File: config.mk
export PLATFORM = sky130hd
export DESIGN_NAME = song_reader_flat
export DESIGN_NICKNAME = d
export VERILOG_FILES = /design/src/rtl/song_reader_pkg.sv /design/src/rtl/song_reader_if.sv /design/src/rtl/song_reader_rom.sv /design/src/rtl/song_reader.sv /design/src/flat_wrapper.sv
export SDC_FILE = /design/constraint.sdc
export NUM_CORES = 1
export LEC_CHECK = 0
export BUFFER_PORTS_ARGS = -buffer_cell sky130_fd_sc_hd__buf_4
export CAP_MARGIN = 20
export CORE_MARGIN = 2
export CORE_UTILIZATION = 50
export CTS_CLUSTER_SIZE = 10
export DETAILED_ROUTE_END_ITERATION = 10
export PLACE_DENSITY_LB_ADDON = 0.1
export SLEW_MARGIN = 10
export SYNTH_ARGS = -nofsm -noshare
export SYNTH_HDL_FRONTEND = slang
export SYNTH_SLANG_ARGS = --single-unit
File: constraint.sdc
create_clock -name clk -period 3.35 [get_ports clk]
set_input_delay 0.1675 -clock clk [delete_from_list [all_inputs] [get_ports clk]]
set_output_delay 0.1675 -clock clk [all_outputs]
set_load 0.01 [all_outputs]
File: src/rtl/song_reader_pkg.sv
`default_nettype none
// ============================================================================
//  Module      : song_reader_pkg
//  Description : Shared types, field widths and ROM content for the song
//                sequencer. The ROM image is produced by rom_init() so that
//                the song table is a single elaborated constant.
//  Revision    : 1.0  initial release
// ============================================================================
package song_reader_pkg;

    localparam int NOTES_PER_SONG = 32;
    localparam int NUM_SONGS      = 4;
    localparam int ROM_DEPTH      = NUM_SONGS * NOTES_PER_SONG;

    localparam int NOTE_W = 6;
    localparam int DUR_W  = 6;
    localparam int IDX_W  = 5;
    localparam int SONG_W = 2;
    localparam int ADDR_W = SONG_W + IDX_W;
    localparam int WORD_W = NOTE_W + DUR_W;

    localparam logic [IDX_W-1:0] LAST_IDX = IDX_W'(NOTES_PER_SONG - 1);

    // ROM word layout: {note[11:6], duration[5:0]}
    typedef struct packed {
        logic [NOTE_W-1:0] note;
        logic [DUR_W-1:0]  dur;
    } rom_word_t;

    typedef enum logic [2:0] {
        ST_IDLE  = 3'd0,
        ST_FETCH = 3'd1,
        ST_LOAD  = 3'd2,
        ST_ACT   = 3'd3,
        ST_NEW   = 3'd4,
        ST_WAIT  = 3'd5,
        ST_NEXT  = 3'd6
    } state_t;

    // Fast-forward halves the duration but never turns a real note into a
    // zero-length one; a stored zero is left alone.
    function automatic logic [DUR_W-1:0] ff_scale(input logic [DUR_W-1:0] dur,
                                                  input logic             ff);
        if (!ff || dur == '0) return dur;
        if (dur == DUR_W'(1)) return dur;
        return dur >> 1;
    endfunction

    // Song table. The first words of song 0 carry the duration corner
    // values (8, 1, 0, 63); every 11th word offset by 5 is a rest.
    function automatic rom_word_t rom_init(input logic [ADDR_W-1:0] addr);
        rom_word_t   w;
        int unsigned a;
        a      = 32'(addr);
        w.note = (a % 11 == 5) ? '0 : NOTE_W'((a * 7 + 3) % 64);
        case (a)
            0:       w.dur = DUR_W'(8);
            1:       w.dur = DUR_W'(1);
            2:       w.dur = DUR_W'(0);
            3:       w.dur = DUR_W'(63);
            default: w.dur = DUR_W'((a * 5 + 2) % 64);
        endcase
        return w;
    endfunction

endpackage
`default_nettype wire

File: src/rtl/song_reader_if.sv
`default_nettype none
// ============================================================================
//  Module      : song_reader_if
//  Description : Control/handshake bundle between the MCU side, the song
//                sequencer and the note player.
//                master : drives play, song, note_done, ff_switch0,
//                         r_switch1, activate_done; observes the rest.
//                slave  : the sequencer; drives note, duration, new_note,
//                         song_done, activate.
//  Revision    : 1.0  initial release
// ============================================================================
interface song_reader_if;
    import song_reader_pkg::*;

    logic              play;
    logic [SONG_W-1:0] song;
    logic              note_done;
    logic              ff_switch0;
    logic              r_switch1;
    logic              activate_done;
    logic [NOTE_W-1:0] note;
    logic [DUR_W-1:0]  duration;
    logic              new_note;
    logic              song_done;
    logic              activate;

    modport master (
        output play, song, note_done, ff_switch0, r_switch1, activate_done,
        input  note, duration, new_note, song_done, activate
    );

    modport slave (
        input  play, song, note_done, ff_switch0, r_switch1, activate_done,
        output note, duration, new_note, song_done, activate
    );

endinterface
`default_nettype wire

File: src/rtl/song_reader_rom.sv
`default_nettype none
// ============================================================================
//  Module      : song_rom
//  Description : 128 x 12 synchronous-read song ROM, one cycle latency.
//                Ports: clk, en (read enable), addr[6:0] = {song, note_idx},
//                data = {note, duration}.
//  Revision    : 1.0  initial release
// ============================================================================
module song_rom
    import song_reader_pkg::*;
(
    input  logic              clk,
    input  logic              en,
    input  logic [ADDR_W-1:0] addr,
    output rom_word_t         data
);

    rom_word_t w_mem [ROM_DEPTH];

    generate
        for (genvar i = 0; i < ROM_DEPTH; i++) begin : g_rom
            assign w_mem[i] = rom_init(ADDR_W'(i));
        end
    endgenerate

    // Output register is the ROM read stage; no reset needed on data.
    always_ff @(posedge clk) begin
        if (en) begin
            data <= w_mem[addr];
        end
    end

endmodule
`default_nettype wire

File: src/rtl/song_reader.sv
`default_nettype none
// ============================================================================
//  Module      : song_reader
//  Description : Song sequencer. Walks a 4 x 32 note ROM and hands each
//                note/duration pair to the note player after an
//                activate/activate_done handshake. Supports fast-forward
//                (halved durations) and rewind (reverse order).
//                Ports: clk, reset (async, active-high),
//                       bus (song_reader_if.slave): play, song, note_done,
//                       ff_switch0, r_switch1, activate_done in;
//                       note, duration, new_note, song_done, activate out.
//  Revision    : 1.0  initial release
// ============================================================================
module song_reader
    import song_reader_pkg::*;
(
    input  logic          clk,
    input  logic          reset,
    song_reader_if.slave  bus
);

    state_t            r_state;
    logic [IDX_W-1:0]  r_idx;
    logic              r_rev;      // direction captured when the note ends

    logic [ADDR_W-1:0] w_addr;
    logic              w_rom_en;
    rom_word_t         w_rom;

    // Song is taken live at FETCH, so a mid-song change applies on the next
    // fetch without touching the index.
    assign w_addr   = {bus.song, r_idx};
    assign w_rom_en = (r_state == ST_FETCH);

    song_rom u_rom (
        .clk  (clk),
        .en   (w_rom_en),
        .addr (w_addr),
        .data (w_rom)
    );

    always_ff @(posedge clk or posedge reset) begin
        if (reset) begin
            r_state       <= ST_IDLE;
            r_idx         <= '0;
            r_rev         <= 1'b0;
            bus.note      <= '0;
            bus.duration  <= '0;
            bus.new_note  <= 1'b0;
            bus.song_done <= 1'b0;
            bus.activate  <= 1'b0;
        end else begin
            // Both strobes last a single cycle.
            bus.new_note  <= 1'b0;
            bus.song_done <= 1'b0;

            case (r_state)
                ST_IDLE: begin
                    if (bus.play) begin
                        r_state <= ST_FETCH;
                    end
                end

                ST_FETCH: begin
                    r_state <= ST_LOAD;
                end

                ST_LOAD: begin
                    bus.note     <= w_rom.note;
                    bus.duration <= ff_scale(w_rom.dur, bus.ff_switch0);
                    bus.activate <= 1'b1;
                    r_state      <= ST_ACT;
                end

                ST_ACT: begin
                    if (bus.activate_done) begin
                        bus.activate <= 1'b0;
                        bus.new_note <= 1'b1;
                        r_state      <= ST_NEW;
                    end
                end

                ST_NEW: begin
                    r_state <= ST_WAIT;
                end

                // Pausing only bites here: a fetch already under way always
                // completes and delivers its strobe before the FSM parks.
                ST_WAIT: begin
                    if (bus.note_done && bus.play) begin
                        r_rev         <= bus.r_switch1;
                        bus.song_done <= bus.r_switch1 ? (r_idx == '0)
                                                       : (r_idx == LAST_IDX);
                        r_state       <= ST_NEXT;
                    end
                end

                // The index width makes both wraps (31->0, 0->31) natural.
                ST_NEXT: begin
                    r_idx   <= r_rev ? (r_idx - IDX_W'(1)) : (r_idx + IDX_W'(1));
                    r_state <= bus.song_done ? ST_IDLE : ST_FETCH;
                end

                default: begin
                    r_state <= ST_IDLE;
                end
            endcase
        end
    end

endmodule
`default_nettype wire

File: src/flat_wrapper.sv
// flat-port wrapper written by rule: the top's interface ports become plain ports
module song_reader_flat import song_reader_pkg::*;
  (clk, reset, bus_play, bus_song, bus_note_done, bus_ff_switch0, bus_r_switch1, bus_activate_done, bus_note, bus_duration, bus_new_note, bus_song_done, bus_activate);
  song_reader_if bus_i ();
  input  logic clk;
  input  logic reset;
  input wire logic [$bits(bus_i.play)-1:0] bus_play;
  input wire logic [$bits(bus_i.song)-1:0] bus_song;
  input wire logic [$bits(bus_i.note_done)-1:0] bus_note_done;
  input wire logic [$bits(bus_i.ff_switch0)-1:0] bus_ff_switch0;
  input wire logic [$bits(bus_i.r_switch1)-1:0] bus_r_switch1;
  input wire logic [$bits(bus_i.activate_done)-1:0] bus_activate_done;
  output wire logic [$bits(bus_i.note)-1:0] bus_note;
  output wire logic [$bits(bus_i.duration)-1:0] bus_duration;
  output wire logic [$bits(bus_i.new_note)-1:0] bus_new_note;
  output wire logic [$bits(bus_i.song_done)-1:0] bus_song_done;
  output wire logic [$bits(bus_i.activate)-1:0] bus_activate;
  assign bus_i.play = bus_play;
  assign bus_i.song = bus_song;
  assign bus_i.note_done = bus_note_done;
  assign bus_i.ff_switch0 = bus_ff_switch0;
  assign bus_i.r_switch1 = bus_r_switch1;
  assign bus_i.activate_done = bus_activate_done;
  assign bus_note = bus_i.note;
  assign bus_duration = bus_i.duration;
  assign bus_new_note = bus_i.new_note;
  assign bus_song_done = bus_i.song_done;
  assign bus_activate = bus_i.activate;
  song_reader u_core (.clk(clk), .reset(reset), .bus(bus_i));
endmodule
==> impl_metrics.ini, run 1 <==
[critical_path]
slowest_stage = nor4_1
path_cells = buf_4 > inv_1 > ha_1 > and2b_4 > o311ai_1 > a21oi_1 > nor4_1
r2r-start = u_core.r_idx[1]
end_kind = flop
critPathMaxStageDelay_ns = 0.42
cp_num_buf_inv = 2
cp_top_family = simple AND/OR/NAND/NOR gates
r2r_cells = 7
crit_type = flop to flop
critPathLaunchType = flop
r2r_slack_ns = 0.89
path_max_fanout = 31
critPathArrivalTime_ns = 2.51
r2r-end = u_core.u_rom.data[10]
cp.required_ns = 3.40

[route]
vias_per_cell = 6.01
wl_per_cell_um = 15.5
wirelength_mm = 6.19
antenna_violating_nets_post_route = 0
num_vias = 2399
drtIter0Drc = 226
drc = 0
dr.pass1.iters = 4

[pwr]
p_sw_w = 0.00140
powerDensity_nw_per_um2 = 1030
p_leak_nw = 1.21
ir_drop_mv = 0.432
p_int_w = 0.00167
seqPwrFrac = 0.291
sw_frac_of_total = 0.455
combPwrFrac = 0.587
clockPowerShare = 0.122

[clock_network]
htreeDepth = 2
cts-root-buf = clkbuf_8
cts.sinks = 36
clkTransAtPathRegs_ns = 0.07
cts_resized = 0
postCtsSetupRepairBufs = 0
cts_tree = done
cts_hold_buf = 0
worst_skew_pair.late_latency_ns = 0.29
cts_buffer_depth = 2
numCtsBuffers = 5

[placed_design]
post-place-cells = 391
place_area_sq_um = 2880
gp_congestion = 0.900
dp_hpwl_mm = 4.30
portBuffers = 23

[synth]
async_flop_share = 0.667
synth_cell_types = 62
netlist_area_sq_um = 2740
syn-num-nets = 342
synth_edf_count = 12
synth_seq_area_share = 0.350
avgSynthCellArea_sq_um = 8.52
ys_top_cells_by_count = a21oi_1 (38), nand2_1 (29), o21ai_0 (28), nor2_1 (25), dfrtp_1 (24)
syn_inst = 322
yosysWarnings = 0
synth.top_cell.area_share = 0.219
synthFlopType = dfrtp_1
synth_top_area_cell = dfrtp_1
synth_most_common_cell = a21oi_1
synth_area_leaders = dfrtp_1 (22%), edfxtp_1 (13%), a21oi_1 (6.9%)
synth_seq_cells = 36

[timing]
maxSlewHeadroom = 0.409
hold_violations = 0
rsz0062_at_grt = false
layout_min_cycle_time_ns = 2.46
timing.final.crit_share = 0.734
fin_skew_ns = 0.00608
timing.fmax_ghz = 0.407
setup_viol = 0
setup-tns-final_ns = 0
tightest_slew_ns = 0.883
final_max_slew_viol_count = 0

[die]
rows = 26
die_w_um = 78.1
coreArea_sq_um = 5200
dieArea_sq_um = 6090
start_util = 0.527
die_y_um = 78.1
io_pins = 24

[job]
max_cap_viol_count = 0

[status]
outcome = complete, no violations

[global_route]
antenna_found_initial = 0
grt_pass1_wl_mm = 10.2
grt_max_degree = 44
grt_use_total = 0.207
grt_pass1_vias = 2101
gr-total-overflow = 0

[finish]
antennaDiodeCount = 0
final_cell_area_sq_um = 2990
drive_gt1_frac = 0.161
areaGrowthSynthToFinish_pct = 8.99
fin_nets = 348
final_cells = 399
n_fill_cell = 475

[min_path]
hold_path.class = primary input to async pin
-- cell usage in the layout, fill, tap and decap left out, types with 4 or more instances in the layout --
cell and instances:
nand2_1 29, nand3_1 12, o21ai_0 28, clkbuf_8 5, ha_1 10, mux2_2 7
nand2b_1 5, nor3_1 6, dfrtp_1 24, inv_1 13, buf_4 30, a31oi_1 4
edfxtp_1 12, xnor2_1 4, a21oi_1 38, nor2_1 25, mux2i_1 8, o211ai_1 7
-- stage by stage --
stage	utilization	hold WS, ns	setup slack, ns	power, W
2_1_floorplan	-	0.182	1.14	0.00228
3_3_place_gp	0.553	0.411	0.968	0.00268
3_5_place_dp	0.553	0.414	0.980	0.00268
4_1_cts	0.574	0.104	0.950	0.00307
5_1_grt	0.574	0.142	0.646	0.00334
6_report	0.574	0.0705	0.892	0.00307
-- final cells by class --
class                           instances  area, sq um  area share
Multi-Input combinational cell        241         1550       0.519
Clock inverter                          3         41.3      0.0138
Clock buffer                            5         68.8      0.0230
Tap cell                               70         87.6      0.0293
Timing Repair Buffer                   30          225      0.0753
Inverter                               14         52.6      0.0176
Sequential cell                        36          961       0.321
-- state kept, by name (all words and copies together), names as in the netlist --
name,cells
u_core.r_idx,5
u_core.bus.duration,6
u_core.u_rom.data,12
u_core.bus.new_note,1
u_core.bus.note,6
u_core.r_state,3
u_core.r_rev,1
u_core.bus.activate,1
u_core.bus.song_done,1
-- layer usage --
layer  share of wire  global-route usage
met1            0.45               0.303
met2            0.46               0.311
met3           0.067              0.0310
met4           0.022              0.0737
met5               0                   0
-- power groups by stage --
stage          Combinational (W)  Clock (W)  Sequential, W
2_1_floorplan            0.00143          0       0.000847
3_3_place_gp             0.00178          0       0.000897
3_5_place_dp             0.00178          0       0.000902
4_1_cts                  0.00179   0.000385       0.000891
5_1_grt                  0.00201   0.000405       0.000922
6_report                 0.00180   0.000375       0.000892
-- cell families after synthesis --
family / Yosys count / share of synthesized area
flops: 36 / 0.350
buf+inv: 45 / 0.0835
mux: 15 / 0.0579
xor+xnor: 7 / 0.0224
simple gates: 100 / 0.188
compound gates: 108 / 0.245
fa+ha+maj: 11 / 0.0529
-- worst max path at each step --
stage               startpoint               endpoint  slack [ns]  cells after the start
4_1_cts        u_core.r_idx[1]  u_core.u_rom.data[10]        0.95                      7
3_3_place_gp   u_core.r_idx[1]  u_core.u_rom.data[10]        0.97                      7
2_1_floorplan  u_core.r_idx[0]   u_core.u_rom.data[9]        1.14                      8
5_1_grt        u_core.r_idx[1]  u_core.u_rom.data[10]        0.65                      8
3_5_place_dp   u_core.r_idx[1]  u_core.u_rom.data[10]        0.98                      7
6_report       u_core.r_idx[1]  u_core.u_rom.data[10]        0.89                      7
(Power assumes the default switching activity.)
==> inputs of run 2 (changes only) <==
--- a/config.mk
+++ b/config.mk
@@ -5,6 +5,7 @@
 export SDC_FILE = /design/constraint.sdc
 export NUM_CORES = 1
 export LEC_CHECK = 0
+export ABC_AREA = 1
 export BUFFER_PORTS_ARGS = -buffer_cell sky130_fd_sc_hd__buf_4
 export CAP_MARGIN = 20
 export CORE_MARGIN = 2
==> constraint.sdc (replaced) <==
create_clock -name clk -period 2.1 [get_ports clk]
set_input_delay 0.105 -clock clk [delete_from_list [all_inputs] [get_ports clk]]
set_output_delay 0.105 -clock clk [all_outputs]
set_load 0.01 [all_outputs]
==> impl_metrics.ini, run 2 <==
[clock_network]
cts_buffer_depth = 2
cts_tree = done
cts-root-buf = clkbuf_8
cts.sinks = 36
worst_skew_pair.late_latency_ns = 0.29
htreeDepth = 2
clkTransAtPathRegs_ns = 0.07
postCtsSetupRepairBufs = 0
numCtsBuffers = 5

[critical_path]
critical_path.most_common_cell = nand2_1
end_kind = flop
r2r-start = u_core.r_idx[4]
r2r_slack_ns = 0.28
cp.required_ns = 2.14
cp-startpoint = u_core.r_idx[4]
path_max_fanout = 13
r2r-end = u_core.u_rom.data[9]
crit_type = flop to flop
critPathLaunchType = flop
path_cells = nor2_2 > a21boi_0 > nor2_1 > nand2_1 > nand2_1 > nand2_1 > nand2_1
critPathMaxStageDelay_ns = 0.58
r2r_cells = 7
slowest_stage = dfrtp_1
critPathArrivalTime_ns = 1.86
crit_path_end = u_core.u_rom.data[9]

[finish]
fin_nets = 439
largest_reg_flops = 12
n_fill_cell = 517
top_register = u_core.u_rom.data
antennaDiodeCount = 0
final_cells = 490
areaGrowthSynthToFinish_pct = 12.7
drive_gt1_frac = 0.126
top_regs = u_core.u_rom.data (12), u_core.bus.duration (6), u_core.bus.note (6)
final_common_cell = nand2_1
layout_common_cells = nand2_1 (147), nand3_1 (42), inv_1 (34), buf_4 (34), a21oi_1 (30)

[route]
vias_per_cell = 5.45
antenna_violating_nets_post_route = 0
dr.pass1.iters = 5
num_vias = 2669
wirelength_mm = 7.00
drc = 0
drtIter0Drc = 268
wl_per_cell_um = 14.3

[timing]
tightest_slew_ns = 0.549
maxSlewHeadroom = 0.634
timing.fmax_ghz = 0.550
setup-tns-final_ns = 0
hold_violations = 0
hold_ws_ns = 0.115
fin_skew_ns = 0.00968
final_max_slew_viol_count = 0
setup_ws_ns = 0.280
layout_min_cycle_time_ns = 1.82
setup_viol = 0
timing.final.crit_share = 0.867
rsz0062_at_grt = false

[placed_design]
dp_hpwl_mm = 5.04
post-place-cells = 481
portBuffers = 23
dp_slack_ns = 0.223
gp_congestion = 0.964

[die]
die_y_um = 76.7
rows = 26
dieArea_sq_um = 5880
io_pins = 24
coreArea_sq_um = 5110
die_w_um = 76.7
start_util = 0.517

[synth]
ys_top_cells_by_count = nand2_1 (147), nand3_1 (42), inv_1 (34), a21oi_1 (30), nor2_1 (29)
synth_seq_area_share = 0.364
syn-num-nets = 412
synthFlopType = dfrtp_1
netlist_area_sq_um = 2640
synth_most_common_cell = nand2_1
yosysWarnings = 0
synth.top_cell.area_share = 0.227
synth_area_leaders = dfrtp_1 (23%), nand2_1 (21%), edfxtp_1 (14%)
synth_cell_types = 31
avgSynthCellArea_sq_um = 6.74
syn_inst = 392
synth_edf_count = 12
async_flop_share = 0.667
synth_top_area_cell = dfrtp_1
synth_seq_cells = 36

[global_route]
grt_max_degree = 25
gr-total-overflow = 0
antenna_found_initial = 0
grt_pass1_wl_mm = 11.9
grt_use_total = 0.253
grt_pass1_vias = 2469

[pwr]
sw_frac_of_total = 0.494
p_sw_w = 0.00231
powerDensity_nw_per_um2 = 1570
p_int_w = 0.00237
ir_drop_mv = 0.817
seqPwrFrac = 0.297
p_leak_nw = 1.55
clockPowerShare = 0.101
combPwrFrac = 0.602

[status]
outcome = complete, no violations

[min_path]
hold_path.class = primary input to flop

[job]
max_cap_viol_count = 0
==> run 2: cell types whose count changed after synthesis, moves of 6 or more <==
| cell | before | now |
|---|---|---|
| nand2_1 | 29 | 147 |
| nand3_1 | 12 | 42 |
| inv_1 | 13 | 34 |
| buf_2 | 20 | 6 |
| o21ai_0 | 28 | 18 |
| a21oi_1 | 38 | 30 |
| mux2i_1 | 8 | 0 |
| mux2_2 | 7 | 0 |
| o211ai_1 | 7 | 1 |
==> run 2: worst max-delay path, delay by kind of cell (launching register included) <==
family | cells | cell delay [ns]
AO/OA/AOI/OAI | 1 | 0.24
flip-flops | 1 | 0.58
AND/OR/NAND/NOR | 6 | 0.75
==> run 2: metrics by stage <==
| step | instance area [sq um] | utilization | power [W] |
|---|---|---|---|
| 2_1_floorplan | 2640 | - | 0.00338 |
| 3_3_place_gp | 2880 | 0.564 | 0.00414 |
| 3_5_place_dp | 2880 | 0.564 | 0.00416 |
| 4_1_cts | 2980 | 0.583 | 0.00465 |
| 5_1_grt | 2980 | 0.583 | 0.00515 |
| 6_report | 2980 | 0.583 | 0.00468 |
==> run 2: metal layers <==
layer  routed length (um)  global-route usage
met5                    0                   0
met4                  218               0.122
met3                  526              0.0329
met2                 3150               0.390
met1                 3100               0.350
==> run 2: worst min path at each step <==
stage,startpoint,to,cells after the start
2_1_floorplan,reset,u_core.bus.activate,1
3_3_place_gp,reset,u_core.r_rev,3
3_5_place_dp,reset,u_core.r_idx[3],3
4_1_cts,bus_ff_switch0,u_core.bus.duration[4],3
5_1_grt,bus_ff_switch0,u_core.bus.duration[2],3
6_report,bus_ff_switch0,u_core.bus.duration[4],3
==> run 2: timing repair <==
action,4_1_cts,5_1_grt
resized for setup,0,1
endpoints found under the setup margin,0,1
hold buffers,1,0
endpoints found under the hold margin,24,0
==> run 2: cell type report <==
| cell class | instances | area, sq um | share of cell area |
|---|---|---|---|
| clock buffer | 5 | 68.8 | 0.0231 |
| multi-input combinational | 302 | 1430 | 0.481 |
| timing repair buffer | 35 | 265 | 0.0891 |
| clock inverter | 3 | 13.8 | 0.00462 |
| inverter | 39 | 146 | 0.0492 |
| tap | 70 | 87.6 | 0.0294 |
| sequential | 36 | 962 | 0.323 |
==> run 2: kinds of logic (layout without fill, tap and decap cells) <==
group / Yosys count / in the layout / synth area share
flip-flops: 36 / 36 / 0.364
buffers and inverters: 54 / 82 / 0.0938
AND/OR/NAND/NOR: 229 / 229 / 0.356
AO/OA/AOI/OAI: 58 / 58 / 0.118
XOR/XNOR: 4 / 4 / 0.0133
adder cells (fa/ha/maj): 11 / 11 / 0.0550
==> run 2: power groups by stage <==
stage                     clock network (W)  registers [W]  logic (W)
after floorplan                           0        0.00138    0.00200
after global placement                    0        0.00139    0.00275
after detailed placement                  0        0.00140    0.00277
after CTS                          0.000482        0.00138    0.00278
after global routing               0.000514        0.00144    0.00320
final                              0.000473        0.00139    0.00282
